===== src/rtl/zapper_flash_seq.sv =====
// zapper_flash_seq: light-gun hit-detection flash sequencer.
//
// A trigger press draws one all-black frame, then one frame per enabled target in which
// only that target's box is white. The photodiode is sampled every frame. Light during
// the black frame marks the shot as a cheat. The first target frame that sees light is
// recorded as the hit. The result is strobed once, when the last frame ends.
//
// Ports:
//   clk, rst         pixel clock, asynchronous active-high reset
//   frame_start      one-cycle strobe at the first vblank cycle of each frame
//   valid, col, row  active-video qualifier and current pixel position
//   bg_rgb           colour from the sprite generator
//   trigger, light   synchronised gun trigger (level) and photodiode
//   target_en/x/y    per-target enable and box top-left corner, 10 bits per target
//   rgb              registered pixel colour to the DAC
//   busy             high while a flash sequence or its hold is in progress
//   hit_valid        one-cycle result strobe
//   hit, hit_idx     result, held until the next strobe
module zapper_flash_seq #(
  parameter int unsigned N_TARGETS = 2,
  parameter int unsigned BOX_W     = 32,
  parameter int unsigned BOX_H     = 32,
  parameter int unsigned RGB_W     = 6
) (
  input  logic                    clk,
  input  logic                    rst,
  input  logic                    frame_start,
  input  logic                    valid,
  input  logic [9:0]              col,
  input  logic [9:0]              row,
  input  logic [RGB_W-1:0]        bg_rgb,
  input  logic                    trigger,
  input  logic                    light,
  input  logic [N_TARGETS-1:0]    target_en,
  input  logic [10*N_TARGETS-1:0] target_x,
  input  logic [10*N_TARGETS-1:0] target_y,
  output logic [RGB_W-1:0]        rgb,
  output logic                    busy,
  output logic                    hit_valid,
  output logic                    hit,
  output logic [1:0]              hit_idx
);

  typedef enum logic [1:0] {StIdle, StBlack, StTgt, StHeld} state_e;

  state_e           state_q, state_d;
  logic [1:0]       k_q, k_d;
  logic             pending_q, pending_d;
  logic             cheat_q, cheat_d;
  logic             shit_q, shit_d;
  logic [1:0]       sidx_q, sidx_d;
  logic             trig_q;
  logic [RGB_W-1:0] rgb_q, rgb_d;
  logic             hv_q, hv_d;
  logic             hit_q, hit_d;
  logic [1:0]       hit_idx_q, hit_idx_d;

  logic       rise;
  logic       finish;
  logic       first_found, next_found;
  logic [1:0] first_idx, next_idx;
  logic [9:0] cur_x, cur_y;
  logic       in_box;

  assign rise = trigger & ~trig_q;

  // Lowest enabled target overall, lowest enabled target above k_q, and the box of k_q.
  // The loop runs downwards so the last match is the lowest index.
  always_comb begin
    first_found = 1'b0;
    first_idx   = 2'd0;
    next_found  = 1'b0;
    next_idx    = 2'd0;
    cur_x       = 10'd0;
    cur_y       = 10'd0;
    for (int i = int'(N_TARGETS) - 1; i >= 0; i--) begin
      if (target_en[i]) begin
        first_found = 1'b1;
        first_idx   = 2'(i);
        if (2'(i) > k_q) begin
          next_found = 1'b1;
          next_idx   = 2'(i);
        end
      end
      if (2'(i) == k_q) begin
        cur_x = target_x[10*i +: 10];
        cur_y = target_y[10*i +: 10];
      end
    end
  end

  // 11-bit compare so a box starting near 1023 never wraps onto low columns.
  assign in_box = ({1'b0, col} >= {1'b0, cur_x}) &&
                  ({1'b0, col} <  {1'b0, cur_x} + 11'(BOX_W)) &&
                  ({1'b0, row} >= {1'b0, cur_y}) &&
                  ({1'b0, row} <  {1'b0, cur_y} + 11'(BOX_H));

  always_comb begin
    rgb_d = '0;
    if (valid) begin
      unique case (state_q)
        StIdle, StHeld: rgb_d = bg_rgb;
        StBlack:        rgb_d = '0;
        StTgt:          rgb_d = in_box ? '1 : '0;
        default:        rgb_d = '0;
      endcase
    end
  end

  always_comb begin
    state_d   = state_q;
    k_d       = k_q;
    pending_d = pending_q;
    cheat_d   = cheat_q;
    shit_d    = shit_q;
    sidx_d    = sidx_q;
    hv_d      = 1'b0;
    hit_d     = hit_q;
    hit_idx_d = hit_idx_q;
    finish    = 1'b0;

    unique case (state_q)
      StIdle: begin
        if (rise) pending_d = 1'b1;
        if (frame_start && (pending_q || rise)) begin
          state_d   = StBlack;
          pending_d = 1'b0;
          cheat_d   = 1'b0;
          shit_d    = 1'b0;
          sidx_d    = 2'd0;
        end
      end
      StBlack: begin
        if (valid && light) cheat_d = 1'b1;
        if (frame_start) begin
          if (first_found) begin
            state_d = StTgt;
            k_d     = first_idx;
          end else begin
            finish = 1'b1;
          end
        end
      end
      StTgt: begin
        // First hit wins; later frames seeing light do not overwrite it.
        if (valid && light && !shit_q) begin
          shit_d = 1'b1;
          sidx_d = k_q;
        end
        if (frame_start) begin
          if (next_found) k_d = next_idx;
          else            finish = 1'b1;
        end
      end
      StHeld: begin
        if (frame_start && !trigger) state_d = StIdle;
      end
      default: state_d = StIdle;
    endcase

    // The _d scratch values include a light sample taken in this frame_start cycle.
    if (finish) begin
      state_d   = StHeld;
      hv_d      = 1'b1;
      hit_d     = shit_d & ~cheat_d;
      hit_idx_d = (shit_d & ~cheat_d) ? sidx_d : 2'd0;
    end
  end

  always_ff @(posedge clk or posedge rst) begin
    if (rst) begin
      state_q   <= StIdle;
      k_q       <= 2'd0;
      pending_q <= 1'b0;
      cheat_q   <= 1'b0;
      shit_q    <= 1'b0;
      sidx_q    <= 2'd0;
      trig_q    <= 1'b0;
      rgb_q     <= '0;
      hv_q      <= 1'b0;
      hit_q     <= 1'b0;
      hit_idx_q <= 2'd0;
    end else begin
      state_q   <= state_d;
      k_q       <= k_d;
      pending_q <= pending_d;
      cheat_q   <= cheat_d;
      shit_q    <= shit_d;
      sidx_q    <= sidx_d;
      trig_q    <= trigger;
      rgb_q     <= rgb_d;
      hv_q      <= hv_d;
      hit_q     <= hit_d;
      hit_idx_q <= hit_idx_d;
    end
  end

  assign rgb       = rgb_q;
  assign busy      = (state_q != StIdle);
  assign hit_valid = hv_q;
  assign hit       = hit_q;
  assign hit_idx   = hit_idx_q;

endmodule


===== config.mk =====
export PLATFORM = sky130hd
export DESIGN_NAME = zapper_flash_seq
export DESIGN_NICKNAME = d
export VERILOG_FILES = /design/src/rtl/zapper_flash_seq.sv
export SDC_FILE = /design/constraint.sdc
export NUM_CORES = 1
export LEC_CHECK = 0
export ABC_AREA = 1
export CAP_MARGIN = 20
export CORE_ASPECT_RATIO = 0.8
export CORE_MARGIN = 4
export CORE_UTILIZATION = 40
export DETAILED_ROUTE_END_ITERATION = 10
export PLACE_DENSITY_LB_ADDON = 0.12
export SYNTH_ARGS = -nofsm -noshare
export SYNTH_HDL_FRONTEND = slang
export SYNTH_SLANG_ARGS = --single-unit
export TNS_END_PERCENT = 30

===== constraint.sdc =====
create_clock -name clk -period 2.1 [get_ports clk]
set_input_delay 0.21 -clock clk [delete_from_list [all_inputs] [get_ports clk]]
set_output_delay 0.21 -clock clk [all_outputs]
set_load 0.05 [all_outputs]

Word level (Yosys, flattened, before mapping)
Index checks and enable logic that the tools add are counted.
{ "classes": {"addsub": 2, "n_mul": 0, "div_mod_pow": 0, "n_lt_le_gt_ge": 6, "n_eq_ne": 12, "n_shift": 0, "muxes": 48, "bitwise": 4, "reduce_logical": 20} }
{ "ops": {"columns": ["cell", "count"], "rows": [
  ["10-bit 2-to-1 mux", 4],
  ["2-bit 2-to-1 mux", 15],
  ["10-bit by 6-bit adder with 11-bit output (second input constant)", 2],
  ["10-bit by 11-bit less-than comparator with 1-bit output", 2],
  ["10-bit >= comparator", 2],
  ["1-bit 2-to-1 mux", 20],
  ["6-bit one-hot mux with 3 select lines", 1],
  ["6-bit 2-to-1 mux", 2],
  ["3-bit inequality test (second input constant)", 4],
  ["5-bit AND reduction", 2],
  ["2-bit inequality test (second input constant)", 4],
  ["2-bit one-hot mux with 2 select lines", 2],
  ["1-bit logical AND", 7],
  ["1-bit one-hot mux with 2 select lines", 3],
  ["2-bit one-hot mux with 3 select lines", 1],
  ["2-bit nonzero test", 3],
  ["2-bit equality test (second input constant)", 2],
  ["1-bit by 2-bit greater-than comparator with 1-bit output (first input constant)", 2],
  ["2-bit logical NOT", 2],
  ["4-bit nonzero test", 1],
  ["1-bit bitwise AND", 2],
  ["1-bit by 2-bit equality test with 1-bit output (first input constant)", 1],
  ["2-bit by 1-bit equality test with 1-bit output (second input constant)", 1],
  ["1-bit logical NOT", 2],
  ["other kinds (4)", 5]
]} }
{ "word_totals": {"register_bits": 20, "latch_bits": 0, "ramBits": 0, "mem_bits_ro": 0, "input_bits": 74, "out_inout_bits": 11, "elab_cells": 103, "n_memories": 0} }

Depth between registers and ports, before layout
Gate-level depths: netlist of the first run.
{ "logic_depth": {"word_depth": 11, "mapped_depth": 18, "mapped_depth_nobuf": 18} }

Worst setup path before layout of the first run
Ideal clock, no wire load.
{ "synth_path": {"path_type": "register to register", "start": "register k_q[0]", "end": "register rgb_q[0], in the netlist rgb[0]", "setup_ns": 0.077, "arrival_ns": 2.174, "required_time_ns": 2.023, "setup_slack_ns": -0.151, "stages_incl_launch_ff": 19, "n_path_buf": 0, "period_less_slack_ns": 2.251, "path_cell_list": "dfrtp_1 > inv_2 > or2_2 > o21ai_0 > inv_1 > ha_1 > inv_1 > ha_1 > inv_1 > nor2_1 > a21oi_1 > nand2_1 > nand2_1 > nand2_1 > nand2_1 > nand2_1 > nand2_1 > nand3_2 > a21oi_1"} }
{ "synth_between": {"elab_chain_len": 11, "word_cells_on_any_way": 18, "classes_between": "add/sub: 2; order compare: 4; eq/ne: 1; mux: 7; reduce/logical: 4"} }
{ "synth_lines": {"columns": ["element", "line", "text"], "rows": [
  ["start: declaration", "47", "logic [1:0] k_q, k_d;"],
  ["start signal: assignment", "185", "k_q <= k_d;"],
  ["1-bit by 2-bit equality test with 1-bit output", "85", "if (2'(i) == k_q) begin"],
  ["10-bit 2-to-1 mux (2 in a row)", "85", null],
  ["10-bit by 6-bit adder with 11-bit output", "94", "({1'b0, col} < {1'b0, cur_x} + 11'(BOX_W)) &&"],
  ["10-bit by 11-bit less-than comparator with 1-bit output", "94", null],
  ["1-bit logical AND", "93", "assign in_box = ({1'b0, col} >= {1'b0, cur_x}) &&"],
  ["1-bit logical AND", "94", null],
  ["1-bit logical AND (*)", "95", "({1'b0, row} >= {1'b0, cur_y}) &&"],
  ["6-bit 2-to-1 mux (*)", "104", "StTgt: rgb_d = in_box ? '1 : '0;"],
  ["6-bit one-hot mux with 3 select lines (*)", "101", "unique case (state_q)"],
  ["6-bit 2-to-1 mux (*)", "100", "if (valid) begin"],
  ["via rgb_d[0]", "53", "logic [RGB_W-1:0] rgb_q, rgb_d;"],
  ["end signal: assignment", "191", "rgb_q <= rgb_d;"],
  ["end: declaration", "53", null]
]} }
The timed path passes the listed nets; every way through them passes the cells marked *.
A chain may end at the register's enable or synchronous reset.

Worst setup path in the final report of the first run
{ "layout_path": {"start": "register k_q[0]", "end": "register rgb_q[3], in the netlist rgb[3]"} }
The elaborated chain is that of the path after synthesis.

==> load_flow_metrics.sql, run 1 <==
INSERT INTO impl_metrics (metric_group, metric, value, unit) VALUES
('synthesis', 'synth-async-reset-ratio', '1.00', ''),
('setup_path', 'worstSetupEndpointType', 'flip-flop', ''),
('synthesis', 'synth_top_area_share', '0.223', ''),
('outcome', 'violations_in_the_final_reports', 'negative setup slack', ''),
('clocking', 'insertion_delay', '0.26', 'ns'),
('cells_and_area', 'finish.cell_count_without_fillers', '486', ''),
('setup_path', 'required_time_of_the_critical_path', '2.29', 'ns'),
('sta', 'timing.clock.skew', '0.00411', 'ns'),
('synthesis', 'ys_seq_elements', '19', ''),
('setup_path', 'critPathCapture', 'rgb[3]', ''),
('sta', 'setup_viol_count_final', '6', ''),
('setup_path', 'worst_setup_sp_type', 'flip-flop', ''),
('outcome', 'status', 'complete, but fails checks', ''),
('pwr', 'p_comb_frac', '0.793', ''),
('pwr', 'static-leakage-power', '1.77', 'nW'),
('setup_path', 'worstReg2RegEnd', 'rgb[3]', ''),
('synthesis', 'synth.lib_cells_used.distinct', '34', ''),
('cells_and_area', 'layout.filler_cells', '430', ''),
('setup_path', 'crit_start', 'k_q[0]', ''),
('setup_path', 'regToRegStartpoint', 'k_q[0]', ''),
('place', 'port-buffer-count', '84', ''),
('grt', 'grt-ovfl-total', '0', ''),
('sta', 'timing_worst_slew_pin_value', '0.699', 'ns'),
('pwr', 'share_clk_of_total_power', '0.067', ''),
('cells_and_area', 'nets', '535', ''),
('cells_and_area', 'utilization', '0.695', ''),
('floorplan', 'die_w', '89.6', 'um'),
('sta', 'final_hold_viol_count', '0', ''),
('synthesis', 'syn-num-nets', '414', ''),
('detailed_routing', 'viasPerCell', '4.81', ''),
('cells_and_area', 'final_common_cell', 'sky130_fd_sc_hd__clkdlybuf4s50_1', ''),
('place', 'place_ws', '-0.456', 'ns'),
('detailed_routing', 'wire_per_inst', '12.0', 'um'),
('detailed_routing', 'drt-total-wl', '5830', 'um'),
('detailed_routing', 'dr.pass1.iters', '4', ''),
('run', 'timing.max_cap.violations', '0', ''),
('sta', 'min_period_over_period', '1.10', ''),
('sta', 'slew-limit-headroom', '0.534', ''),
('floorplan', 'initial_core_utilization', '0.418', ''),
('sta', 'final_critical_path_setup_slack', '-0.200', 'ns'),
('floorplan', 'floorplan.die_area', '6560', 'sq um'),
('synthesis', 'synth.largest_area_cell', 'sky130_fd_sc_hd__dfrtp_1', ''),
('pwr', 'power_frac_seq', '0.140', ''),
('place', 'dp_cells', '475', ''),
('clocking', 'cts-hold-fix-buffers', '0', ''),
('clocking', 'clock_tree.root_cell', 'sky130_fd_sc_hd__clkbuf_8', ''),
('floorplan', 'std_cell_rows', '23', ''),
('pwr', 'power.density', '1120', 'nW/um^2'),
('sta', 'grt_setup_unrepaired', 'yes', ''),
('worst_hold_path', 'worstHoldPathType', 'in -> async', ''),
('synthesis', 'synthCells', '304', ''),
('grt', 'track_usage', '0.183', ''),
('clocking', 'clock_sink_count', '19', ''),
('setup_path', 'arrival', '2.49', 'ns'),
('cells_and_area', 'final_layout_size_suffix_gt1_frac', '0.222', ''),
('setup_path', 'worst-path-max-fanout', '6', ''),
('grt', 'antenna_found_initial', '0', ''),
('setup_path', 'timing.setup.critical_path_class', 'reg -> reg', ''),
('floorplan', 'core_region_area', '5090', 'sq um'),
('synthesis', 'yosys_warnings', '0', ''),
('synthesis', 'post_synth_main_area_contributors', 'sky130_fd_sc_hd__dfrtp_1, sky130_fd_sc_hd__ha_1, sky130_fd_sc_hd__nand2_1', ''),
('sta', 'total_count_of_max_transition_violations_in_the_final_report', '0', ''),
('grt', 'grt_pass1_wl', '9670', 'um'),
('synthesis', 'postSynth.topFlopCell', 'sky130_fd_sc_hd__dfrtp_1', ''),
('sta', 'shortest_period_the_worst_path_allows', '2.30', 'ns'),
('cells_and_area', 'layout.cells.most_common_list', 'sky130_fd_sc_hd__clkdlybuf4s50_1, sky130_fd_sc_hd__nand2_1, sky130_fd_sc_hd__inv_1, sky130_fd_sc_hd__buf_4, sky130_fd_sc_hd__ha_1', ''),
('place', 'detailed_place_hpwl', '4870', 'um'),
('setup_path', 'reg2regPathDepth', '16', ''),
('cells_and_area', 'seq_area', '477', 'sq um'),
('synthesis', 'synth_sequential_area_ratio', '0.223', ''),
('pwr', 'netSwitchingPower', '1.89', 'mW');
## critical path, stage by stage, from the launching register on
cell and delay (ns):
sky130_fd_sc_hd__dfrtp_2 0.43, sky130_fd_sc_hd__inv_4 0.06, sky130_fd_sc_hd__buf_6 0.12, sky130_fd_sc_hd__buf_4 0.14, sky130_fd_sc_hd__nand2_2 0.06, sky130_fd_sc_hd__nand2_2 0.09
sky130_fd_sc_hd__nor2_4 0.10, sky130_fd_sc_hd__nand2_1 0.06, sky130_fd_sc_hd__xor2_1 0.14, sky130_fd_sc_hd__ha_1 0.32, sky130_fd_sc_hd__nand2_1 0.08, sky130_fd_sc_hd__inv_1 0.04
sky130_fd_sc_hd__nand2_1 0.08, sky130_fd_sc_hd__a21oi_2 0.07, sky130_fd_sc_hd__nor2_4 0.14, sky130_fd_sc_hd__nand3_4 0.13, sky130_fd_sc_hd__a21oi_2 0.15
## registers in the layout, summed over array words and instances, names as in the netlist
register,cells
k_q,1
pending_q,1
state_q,2
hit,1
shit_q,1
sidx_q,2
hit_idx,2
hit_valid,1
cheat_q,1
trig_q,1
rgb,6
## layer usage
metal  global-route usage  wire length (um)  part of all wire
met4               0.0149                22            0.0038
met2                0.324              2870              0.49
met5                    0                 0                 0
met3               0.0381               271             0.046
met1                0.239              2670              0.46
## cell families (layout without fill, tap and decap cells)
group / after synthesis / in the layout / synth area share
DFF: 19 / 19 / 0.223
adders and majority gates: 36 / 36 / 0.212
buffers and inverters: 58 / 178 / 0.108
muxes: 8 / 8 / 0.0376
and+or+nand+nor: 122 / 122 / 0.253
xor gates and xnor gates: 6 / 6 / 0.0247
AOI/OAI and AO/OA: 55 / 55 / 0.142
## area by class of cell
cell class / count / area share
clock buffers: 3 / 0.0117
clock inverters: 1 / 0.00212
inverters: 54 / 0.0587
multi-input cells: 227 / 0.455
flip-flops and latches: 19 / 0.135
well taps: 62 / 0.0219
repair buffers: 120 / 0.316
## per-stage QoR
stage | power [mW] | instance area [sq um] | setup TNS, ns
2_1_floorplan | 2.30 | 2140 | -0.713
4_1_cts | 3.62 | 3360 | -1.76
3_3_place_gp | 3.15 | 3240 | -2.31
5_1_grt | 4.37 | 3540 | -2.07
3_5_place_dp | 3.21 | 3240 | -2.69
6_report | 3.96 | 3540 | -1.11
## repair_timing
| item | CTS | global route |
|---|---|---|
| pin swaps | 9 | 18 |
| hold endpoints to repair | 0 | 0 |
| gates resized for setup | 10 | 35 |
| buffers inserted | 4 | 3 |
| endpoints found under the setup margin | 6 | 6 |
## worst min path at each step
stage                            to  cells after the start  slack [ns]       from
after floorplan             cheat_q                      1        0.16        rst
after global placement    sidx_q[1]                      2        0.45  sidx_q[1]
after detailed placement  sidx_q[1]                      2        0.45  sidx_q[1]
after CTS                   cheat_q                      2        0.38        rst
after global routing         trig_q                      1        0.45    trigger
final                       cheat_q                      2        0.36        rst
## power groups by stage
stage,Clock [mW],Combinational (mW),Sequential [mW]
4_1_cts,0.272,2.80,0.551
3_3_place_gp,0,2.61,0.548
2_1_floorplan,0,1.56,0.742
5_1_grt,0.289,3.51,0.572
3_5_place_dp,0,2.66,0.553
6_report,0.264,3.14,0.555
## cell usage after synthesis (3+ instances only)
cell and n:
sky130_fd_sc_hd__o21ai_0 19, sky130_fd_sc_hd__a21oi_1 22, sky130_fd_sc_hd__xor2_1 5, sky130_fd_sc_hd__nand2_2 7, sky130_fd_sc_hd__dfrtp_1 19, sky130_fd_sc_hd__nand2_1 72
sky130_fd_sc_hd__nand4_1 3, sky130_fd_sc_hd__ha_1 36, sky130_fd_sc_hd__inv_1 52, sky130_fd_sc_hd__o21ai_1 3, sky130_fd_sc_hd__nand3_2 3, sky130_fd_sc_hd__or2_2 4
sky130_fd_sc_hd__nor2_1 18, sky130_fd_sc_hd__mux2i_1 8, sky130_fd_sc_hd__nand3_1 10
Power figures use the tool's default switching activity.
==> inputs of run 2 (changes only) <==
--- a/config.mk
+++ b/config.mk
@@ -12,2 +12,3 @@
 export CORE_UTILIZATION = 40
+export CTS_BUF_LIST = sky130_fd_sc_hd__clkbuf_4 sky130_fd_sc_hd__clkbuf_8 sky130_fd_sc_hd__clkbuf_16
 export DETAILED_ROUTE_END_ITERATION = 10
==> constraint.sdc (replaced) <==
create_clock -name clk -period 2.1 [get_ports clk]
set_input_delay 0.63 -clock clk [delete_from_list [all_inputs] [get_ports clk]]
set_output_delay 0.63 -clock clk [all_outputs]
set_load 0.05 [all_outputs]
==> load_flow_metrics.sql, run 2 (synthesis results as in run 1) <==
INSERT INTO impl_metrics (metric_group, metric, value, unit) VALUES
('detailed_routing', 'remaining_drc_errors', '0', ''),
('grt', 'gr-max-usage-layer', 'met2', ''),
('clocking', 'cts-htree-levels', '1', ''),
('pwr', 'power.density', '1130', 'nW/um^2'),
('pwr', 'netSwitchingPower', '2.01', 'mW'),
('worst_hold_path', 'worstHoldPathType', 'reg -> reg', ''),
('sta', 'setup_viol_count_final', '6', ''),
('setup_path', 'path_common_cell', 'sky130_fd_sc_hd__buf_4', ''),
('pwr', 'power_frac_seq', '0.129', ''),
('clocking', 'tritoncts', 'yes', ''),
('pwr', 'p_comb_frac', '0.807', ''),
('pwr', 'fin_total_pwr', '4.20', 'mW'),
('grt', 'first_global_vias', '2358', ''),
('pwr', 'ir_worst_vdd', '0.000473', 'V'),
('floorplan', 'io-pin-count', '85', ''),
('sta', 'shortest_period_the_worst_path_allows', '2.33', 'ns'),
('setup_path', 'timing.critical_path.buf_inv', '8', ''),
('grt', 'gr-usage-met3', '0.0415', ''),
('cells_and_area', 'layout.filler_cells', '410', ''),
('pwr', 'share_clk_of_total_power', '0.064', ''),
('sta', 'min_period_over_period', '1.11', ''),
('sta', 'timing_worst_slew_pin_value', '0.499', 'ns'),
('cells_and_area', 'diodes', '0', ''),
('run', 'timing.max_cap.violations', '0', ''),
('pwr', 'static-leakage-power', '1.91', 'nW'),
('sta', 'slew-limit-headroom', '0.667', ''),
('sta', 'max_freq', '0.430', 'GHz'),
('detailed_routing', 'drtIter0Drc', '33', ''),
('cells_and_area', 'utilization', '0.730', ''),
('clocking', 'ctsLongestPathBuffers', '2', ''),
('detailed_routing', 'wire_per_inst', '12.5', 'um'),
('grt', 'antenna_found_initial', '0', ''),
('cells_and_area', 'layout.cells.most_common_list', 'sky130_fd_sc_hd__nand2_1, sky130_fd_sc_hd__clkdlybuf4s50_1, sky130_fd_sc_hd__buf_4, sky130_fd_sc_hd__inv_1, sky130_fd_sc_hd__ha_1', ''),
('setup_path', 'cp_top_family', 'buffers and inverters', ''),
('cells_and_area', 'area_growth', '74.6', '%'),
('sta', 'final_critical_path_setup_slack', '-0.227', 'ns'),
('grt', 'track_usage', '0.199', ''),
('setup_path', 'slowest_stage_cell_cp', 'sky130_fd_sc_hd__dfrtp_1', ''),
('detailed_routing', 'drt-total-wl', '6350', 'um'),
('setup_path', 'worst-path-max-fanout', '6', ''),
('detailed_routing', 'viasPerCell', '4.80', ''),
('detailed_routing', 'via_count', '2430', ''),
('detailed_routing', 'dr.pass1.iters', '4', ''),
('place', 'dpl_cell_area', '3320', 'sq um'),
('setup_path', 'critical_path.cell_chain', 'inv_2 -> buf_4 -> nand2_2 -> nand2_4 -> nor2_4 -> buf_4 -> buf_4 -> buf_4 -> buf_4 -> buf_4 -> buf_4 -> nand3_2 -> nand2_2 -> a21oi_2 -> nor2_4 -> nand3_4 -> a21oi_2', ''),
('pwr', 'power.switching_fraction', '0.478', ''),
('place', 'detailed_place_hpwl', '4940', 'um'),
('grt', 'groute.layer.met2.usage', '0.345', ''),
('setup_path', 'slowest_stage_delay_on_critical_path', '0.40', 'ns'),
('cells_and_area', 'layout.cell_area.non_filler', '3720', 'sq um'),
('cells_and_area', 'largest_reg_flops', '6', ''),
('sta', 'final.setup.tns', '-1.29', 'ns'),
('sta', 'timing.clock.skew', '0.00259', 'ns'),
('setup_path', 'arrival', '2.47', 'ns'),
('grt', 'globalRouteMet1Util', '0.254', ''),
('cells_and_area', 'nets', '555', ''),
('place', 'port-buffer-count', '84', ''),
('floorplan', 'floorplan.die_area', '6560', 'sq um'),
('clocking', 'cts-hold-fix-buffers', '0', ''),
('clocking', 'cts.reportedPaths.clkPinSlew', '0.08', 'ns'),
('setup_path', 'worst_setup_sp_type', 'flip-flop', ''),
('place', 'finalWeightedCongestion', '0.823', ''),
('floorplan', 'std_cell_rows', '23', ''),
('clocking', 'clock_tree.root_cell', 'sky130_fd_sc_hd__clkbuf_8', ''),
('floorplan', 'core_region_area', '5090', 'sq um'),
('grt', 'grt_pass1_wl', '10300', 'um'),
('cells_and_area', 'final_layout_size_suffix_gt1_frac', '0.304', ''),
('outcome', 'status', 'complete, but fails checks', ''),
('cells_and_area', 'final_common_cell', 'sky130_fd_sc_hd__nand2_1', ''),
('clocking', 'insertion_delay', '0.26', 'ns'),
('grt', 'grt_start_max_net_pins', '20', ''),
('setup_path', 'required_time_of_the_critical_path', '2.25', 'ns'),
('sta', 'total_count_of_max_transition_violations_in_the_final_report', '0', ''),
('floorplan', 'initial_core_utilization', '0.418', ''),
('setup_path', 'worstSetupEndpointType', 'flip-flop', ''),
('clocking', 'clock_sink_count', '19', ''),
('floorplan', 'die_w', '89.6', 'um'),
('detailed_routing', 'final_antenna_violating_net_count', '0', ''),
('clocking', 'numCtsBuffers', '3', ''),
('sta', 'final_hold_viol_count', '0', ''),
('pwr', 'internal-power', '2.19', 'mW'),
('setup_path', 'timing.setup.critical_path_class', 'reg -> reg', ''),
('grt', 'grt-ovfl-total', '0', ''),
('outcome', 'violations_in_the_final_reports', 'negative setup slack', ''),
('sta', 'grt_setup_unrepaired', 'yes', ''),
('floorplan', 'floorplan_die_height', '73.3', 'um');
-- run 2: changes by cell type in the layout (fill, tap and decap cells not counted), moves of 2 or more --
cell and delta:
sky130_fd_sc_hd__buf_4 +24, sky130_fd_sc_hd__clkdlybuf4s50_1 -21, sky130_fd_sc_hd__dlygate4sd2_1 +9, sky130_fd_sc_hd__nand2_1 -6, sky130_fd_sc_hd__nand2_2 +5, sky130_fd_sc_hd__buf_6 +4, sky130_fd_sc_hd__buf_2 +2, sky130_fd_sc_hd__inv_1 -2
sky130_fd_sc_hd__inv_2 +2, sky130_fd_sc_hd__nor2_1 -2, sky130_fd_sc_hd__nor2_2 +2, sky130_fd_sc_hd__o21ai_0 -2, sky130_fd_sc_hd__o21ai_1 +2
-- run 2: layer usage --
metal / vias to the layer above / routed length, um
li1: 1268 / -
met4: 0 / 105
met1: 1099 / 2710
met2: 51 / 3220
met3: 12 / 315
met5: - / 0
-- run 2: per-stage QoR --
stage | worst slack [ns] | instances | hold slack [ns]
2_1_floorplan | -0.304 | 304 | 0.426
3_3_place_gp | -0.828 | 486 | 0.449
3_5_place_dp | -0.918 | 486 | 0.452
4_1_cts | -0.222 | 505 | 0.471
5_1_grt | -0.327 | 506 | 0.493
6_report | -0.227 | 506 | 0.473
-- run 2: power groups by stage --
stage               registers [mW]  clock network [mW]  logic (mW)
floorplan                    0.742                   0        1.56
global placement             0.548                   0        2.63
detailed placement           0.549                   0        2.69
CTS                          0.543               0.276        3.21
finish                       0.542               0.267        3.39
global route                 0.557               0.287        3.75
-- run 2: path summary, 6_finish.rpt --
path,start,endpoint,slack (ns),cells after the start
min in group asynchronous,rst,rgb[3],0.68,3
worst min register to register,sidx_q[1],sidx_q[1],0.47,2
max in group asynchronous,rst,state_q[1],1.22,3
worst max-delay path,k_q[0],rgb[3],-0.23,17
worst min-delay path,sidx_q[1],sidx_q[1],0.47,2
worst max register to register,k_q[0],rgb[3],-0.23,17
-- run 2: timing repair --
item | 4_1_cts | 5_1_grt
setup buffers | 15 | 1
resized for setup | 63 | 17
setup endpoints to repair | 6 | 6
pin swaps | 47 | 22
-- run 2: layout make-up --
class,instances,area (sq um),area share
multi-input combinational,227,1660,0.446
timing repair buffer,140,1250,0.337
clock buffer,3,41.3,0.0111
clock inverter,1,7.51,0.00202
sequential,19,475,0.128
inverter,54,208,0.0559
tap,62,77.6,0.0209
-- run 2: worst reg2reg max path, cell delays in order (launching register included) --
cell,delay (ns)
sky130_fd_sc_hd__dfrtp_1,0.40
sky130_fd_sc_hd__inv_2,0.13
sky130_fd_sc_hd__buf_4,0.17
sky130_fd_sc_hd__nand2_2,0.08
sky130_fd_sc_hd__nand2_4,0.09
sky130_fd_sc_hd__nor2_4,0.04
sky130_fd_sc_hd__buf_4,0.12
sky130_fd_sc_hd__buf_4,0.13
sky130_fd_sc_hd__buf_4,0.12
sky130_fd_sc_hd__buf_4,0.12
sky130_fd_sc_hd__buf_4,0.12
sky130_fd_sc_hd__buf_4,0.12
sky130_fd_sc_hd__nand3_2,0.08
sky130_fd_sc_hd__nand2_2,0.06
sky130_fd_sc_hd__a21oi_2,0.15
sky130_fd_sc_hd__nor2_4,0.06
sky130_fd_sc_hd__nand3_4,0.13
sky130_fd_sc_hd__a21oi_2,0.08
==> inputs of run 3 (changes only) <==
Settings changed: ABC_AREA 1 to 0, CORE_MARGIN 4 to 1, CORE_UTILIZATION 40 to 39.
==> load_flow_metrics.sql, run 3 <==
INSERT INTO impl_metrics (metric_group, metric, value, unit) VALUES
('setup_path', 'critical_path.cell_chain', 'buf_6 -> mux2i_4 -> inv_2 -> ha_4 -> xor2_1 -> ha_2 -> a2111o_1 -> nor2_1 -> a221o_1 -> o2111ai_2 -> or4b_4 -> nand2_1', ''),
('setup_path', 'regToRegSetupSlack', '-0.94', 'ns'),
('setup_path', 'cp_top_family', 'simple AND/OR/NAND/NOR gates', ''),
('detailed_routing', 'final_antenna_violating_net_count', '0', ''),
('setup_path', 'worst-path-max-fanout', '6', ''),
('sta', 'total_count_of_max_transition_violations_in_the_final_report', '0', ''),
('setup_path', 'regToRegStartpoint', 'k_q[0]', ''),
('clocking', 'clock_tree.root_cell', 'sky130_fd_sc_hd__clkbuf_8', ''),
('detailed_routing', 'drt-total-wl', '6060', 'um'),
('cells_and_area', 'seq_area', '477', 'sq um'),
('worst_hold_path', 'worstHoldPathType', 'reg -> reg', ''),
('synthesis', 'postSynth.topFlopCell', 'sky130_fd_sc_hd__dfrtp_1', ''),
('outcome', 'violations_in_the_final_reports', 'negative setup slack', ''),
('detailed_routing', 'via_count', '2215', ''),
('cells_and_area', 'diodes', '0', ''),
('floorplan', 'die_w', '81.3', 'um'),
('grt', 'antenna_found_initial', '0', ''),
('cells_and_area', 'layout.cells.most_common_list', 'sky130_fd_sc_hd__clkdlybuf4s50_1, sky130_fd_sc_hd__buf_4, sky130_fd_sc_hd__ha_1, sky130_fd_sc_hd__o21ai_0, sky130_fd_sc_hd__dfrtp_1', ''),
('clocking', 'cts-hold-fix-buffers', '0', ''),
('floorplan', 'std_cell_rows', '22', ''),
('synthesis', 'yosysMostFrequentCell', 'sky130_fd_sc_hd__ha_1', ''),
('worst_hold_path', 'timing.hold.worst.start', 'sidx_q[0]', ''),
('setup_path', 'reg2regPathDepth', '12', ''),
('grt', 'first_global_vias', '2026', ''),
('sta', 'timing.clock.skew', '0.00216', 'ns'),
('pwr', 'ir_worst_vdd', '0.000624', 'V'),
('sta', 'final_critical_path_setup_slack', '-0.936', 'ns'),
('synthesis', 'yosys_warnings', '0', ''),
('grt', 'grt-ovfl-total', '0', ''),
('synthesis', 'syn-num-nets', '338', ''),
('setup_path', 'worst_setup_sp_type', 'flip-flop', ''),
('grt', 'grt_start_max_net_pins', '20', ''),
('clocking', 'tritoncts', 'yes', ''),
('pwr', 'static-leakage-power', '1.70', 'nW'),
('sta', 'max_freq', '0.329', 'GHz'),
('cells_and_area', 'final_layout_size_suffix_gt1_frac', '0.299', ''),
('setup_path', 'slowest_stage_cell_cp', 'sky130_fd_sc_hd__or4b_4', ''),
('setup_path', 'arrival', '3.23', 'ns'),
('sta', 'timing_worst_slew_pin_value', '0.498', 'ns'),
('floorplan', 'floorplan.die_area', '5320', 'sq um'),
('setup_path', 'crit_start', 'k_q[0]', ''),
('pwr', 'fin_total_pwr', '3.34', 'mW'),
('place', 'port-buffer-count', '84', ''),
('cells_and_area', 'multiInputGateArea', '1600', 'sq um'),
('clocking', 'ctsLongestPathBuffers', '2', ''),
('setup_path', 'timing.setup.critical_path_class', 'reg -> reg', ''),
('floorplan', 'floorplan_die_height', '65.4', 'um'),
('worst_hold_path', 'hold_path_end', 'sidx_q[0]', ''),
('floorplan', 'io-pin-count', '85', ''),
('synthesis', 'post_synth_main_area_contributors', 'sky130_fd_sc_hd__dfrtp_1, sky130_fd_sc_hd__ha_1, sky130_fd_sc_hd__mux2i_1', ''),
('synthesis', 'synth.largest_area_cell', 'sky130_fd_sc_hd__dfrtp_1', ''),
('cells_and_area', 'nets', '482', ''),
('place', 'detailed_place_hpwl', '4470', 'um'),
('synthesis', 'synth_sequential_area_ratio', '0.242', ''),
('outcome', 'status', 'complete, but fails checks', ''),
('clocking', 'clock_sink_count', '19', ''),
('setup_path', 'worstReg2RegEnd', 'rgb[4]', ''),
('setup_path', 'slowest_stage_delay_on_critical_path', '0.57', 'ns'),
('clocking', 'insertion_delay', '0.25', 'ns'),
('place', 'place_ws', '-1.39', 'ns'),
('cells_and_area', 'largest_reg_flops', '6', ''),
('clocking', 'cts.reportedPaths.clkPinSlew', '0.07', 'ns'),
('setup_path', 'required_time_of_the_critical_path', '2.29', 'ns'),
('place', 'finalWeightedCongestion', '0.867', ''),
('synthesis', 'synth_edf_count', '0', ''),
('synthesis', 'synth.lib_cells_used.distinct', '37', ''),
('sta', 'setup_viol_count_final', '6', ''),
('grt', 'track_usage', '0.222', ''),
('floorplan', 'core_region_area', '4710', 'sq um'),
('detailed_routing', 'remaining_drc_errors', '0', ''),
('sta', 'shortest_period_the_worst_path_allows', '3.04', 'ns'),
('sta', 'final_hold_viol_count', '0', ''),
('grt', 'grt_pass1_wl', '9360', 'um'),
('detailed_routing', 'dr.pass1.iters', '5', ''),
('detailed_routing', 'viasPerCell', '5.14', ''),
('sta', 'grt_setup_unrepaired', 'yes', ''),
('synthesis', 'ys_seq_elements', '19', ''),
('cells_and_area', 'area_growth', '82.0', '%'),
('setup_path', 'timing.critical_path.buf_inv', '2', ''),
('detailed_routing', 'drtIter0Drc', '139', ''),
('synthesis', 'mappedNetlistArea', '1960', 'sq um'),
('synthesis', 'synth_common_cells', 'sky130_fd_sc_hd__ha_1, sky130_fd_sc_hd__o21ai_0, sky130_fd_sc_hd__nand2_1', ''),
('synthesis', 'syn_avg_cell_area', '8.60', 'sq um'),
('clocking', 'cts-htree-levels', '1', ''),
('synthesis', 'synth_top_area_share', '0.242', ''),
('synthesis', 'synthCells', '228', ''),
('cells_and_area', 'final_common_cell', 'sky130_fd_sc_hd__clkdlybuf4s50_1', ''),
('floorplan', 'initial_core_utilization', '0.417', ''),
('pwr', 'power.density', '936', 'nW/um^2'),
('clocking', 'numCtsBuffers', '3', ''),
('sta', 'min_period_over_period', '1.45', ''),
('sta', 'slew-limit-headroom', '0.667', ''),
('setup_path', 'worstSetupEndpointType', 'flip-flop', ''),
('worst_hold_path', 'min_delay_path_depth', '2', ''),
('run', 'timing.max_cap.violations', '0', ''),
('synthesis', 'synth-async-reset-ratio', '1.00', ''),
('detailed_routing', 'wire_per_inst', '14.1', 'um'),
('cells_and_area', 'layout.filler_cells', '357', '');
## run 3: per-stage QoR
stage | hold slack (ns) | instances | instance area, sq um | setup TNS [ns] | util
CTS | 0.512 | 427 | 3400 | -5.24 | 0.721
global placement | 0.489 | 407 | 3150 | -8.88 | 0.670
global route | 0.568 | 431 | 3570 | -6.69 | 0.758
finish | 0.519 | 431 | 3570 | -5.54 | 0.758
floorplan | 0.456 | 228 | 1980 | -4.70 | -
detailed placement | 0.495 | 407 | 3150 | -9.48 | 0.670
## run 3: report_power, final
group	total, mW	internal [mW]	switching, mW
clock network	0.262	0.148	0.115
registers	0.546	0.473	0.0729
logic	2.53	1.29	1.25
total	3.34	1.91	1.43
## run 3: worst max-delay path by stage
stage | cells past startpoint | end
after floorplan | 13 | rgb[0]
after global placement | 11 | rgb[5]
after detailed placement | 11 | rgb[5]
after CTS | 9 | rgb[5]
after global routing | 13 | rgb[4]
final | 12 | rgb[4]
## run 3: cell type report
type	instances	share of cell area
Multi-Input combinational cell	184	0.447
Timing Repair Buffer	143	0.362
Sequential cell	19	0.134
Inverter	21	0.0221
Tap cell	60	0.0210
Clock buffer	4	0.0137
## run 3: kinds of logic (layout without fill, tap and decap cells)
group                    Yosys count  in the layout  synth area share
flip-flops                        19             19             0.242
XOR/XNOR                           6              6            0.0268
adder cells (fa/ha/maj)           36             36             0.230
multiplexers                      21             21             0.108
AND/OR/NAND/NOR                   58             58             0.136
AO/OA/AOI/OAI                     63             63             0.205
buffers and inverters             25            168            0.0510
## run 3: metal layers
metal	vias to the layer above	GRT usage	share of wire
li1	1112	-	-
met1	1010	0.336	0.47
met2	85	0.336	0.45
met3	8	0.0389	0.073
met4	0	0.0201	0.012
met5	-	0	0
## run 3: repair_timing
| action | CTS | global route |
|---|---|---|
| setup buffers | 16 | 5 |
| gates resized for setup | 41 | 38 |
| setup endpoints to repair | 7 | 11 |
| pin swaps | 15 | 19 |
## run 3: worst register-to-register path, cell delays in order, from the launching register on
cell and delay [ns]:
sky130_fd_sc_hd__dfrtp_2 0.48, sky130_fd_sc_hd__buf_6 0.14, sky130_fd_sc_hd__mux2i_4 0.25, sky130_fd_sc_hd__inv_2 0.07, sky130_fd_sc_hd__ha_4 0.17, sky130_fd_sc_hd__xor2_1 0.16, sky130_fd_sc_hd__ha_2 0.21, sky130_fd_sc_hd__a2111o_1 0.43
sky130_fd_sc_hd__nor2_1 0.15, sky130_fd_sc_hd__a221o_1 0.14, sky130_fd_sc_hd__o2111ai_2 0.13, sky130_fd_sc_hd__or4b_4 0.57, sky130_fd_sc_hd__nand2_1 0.09
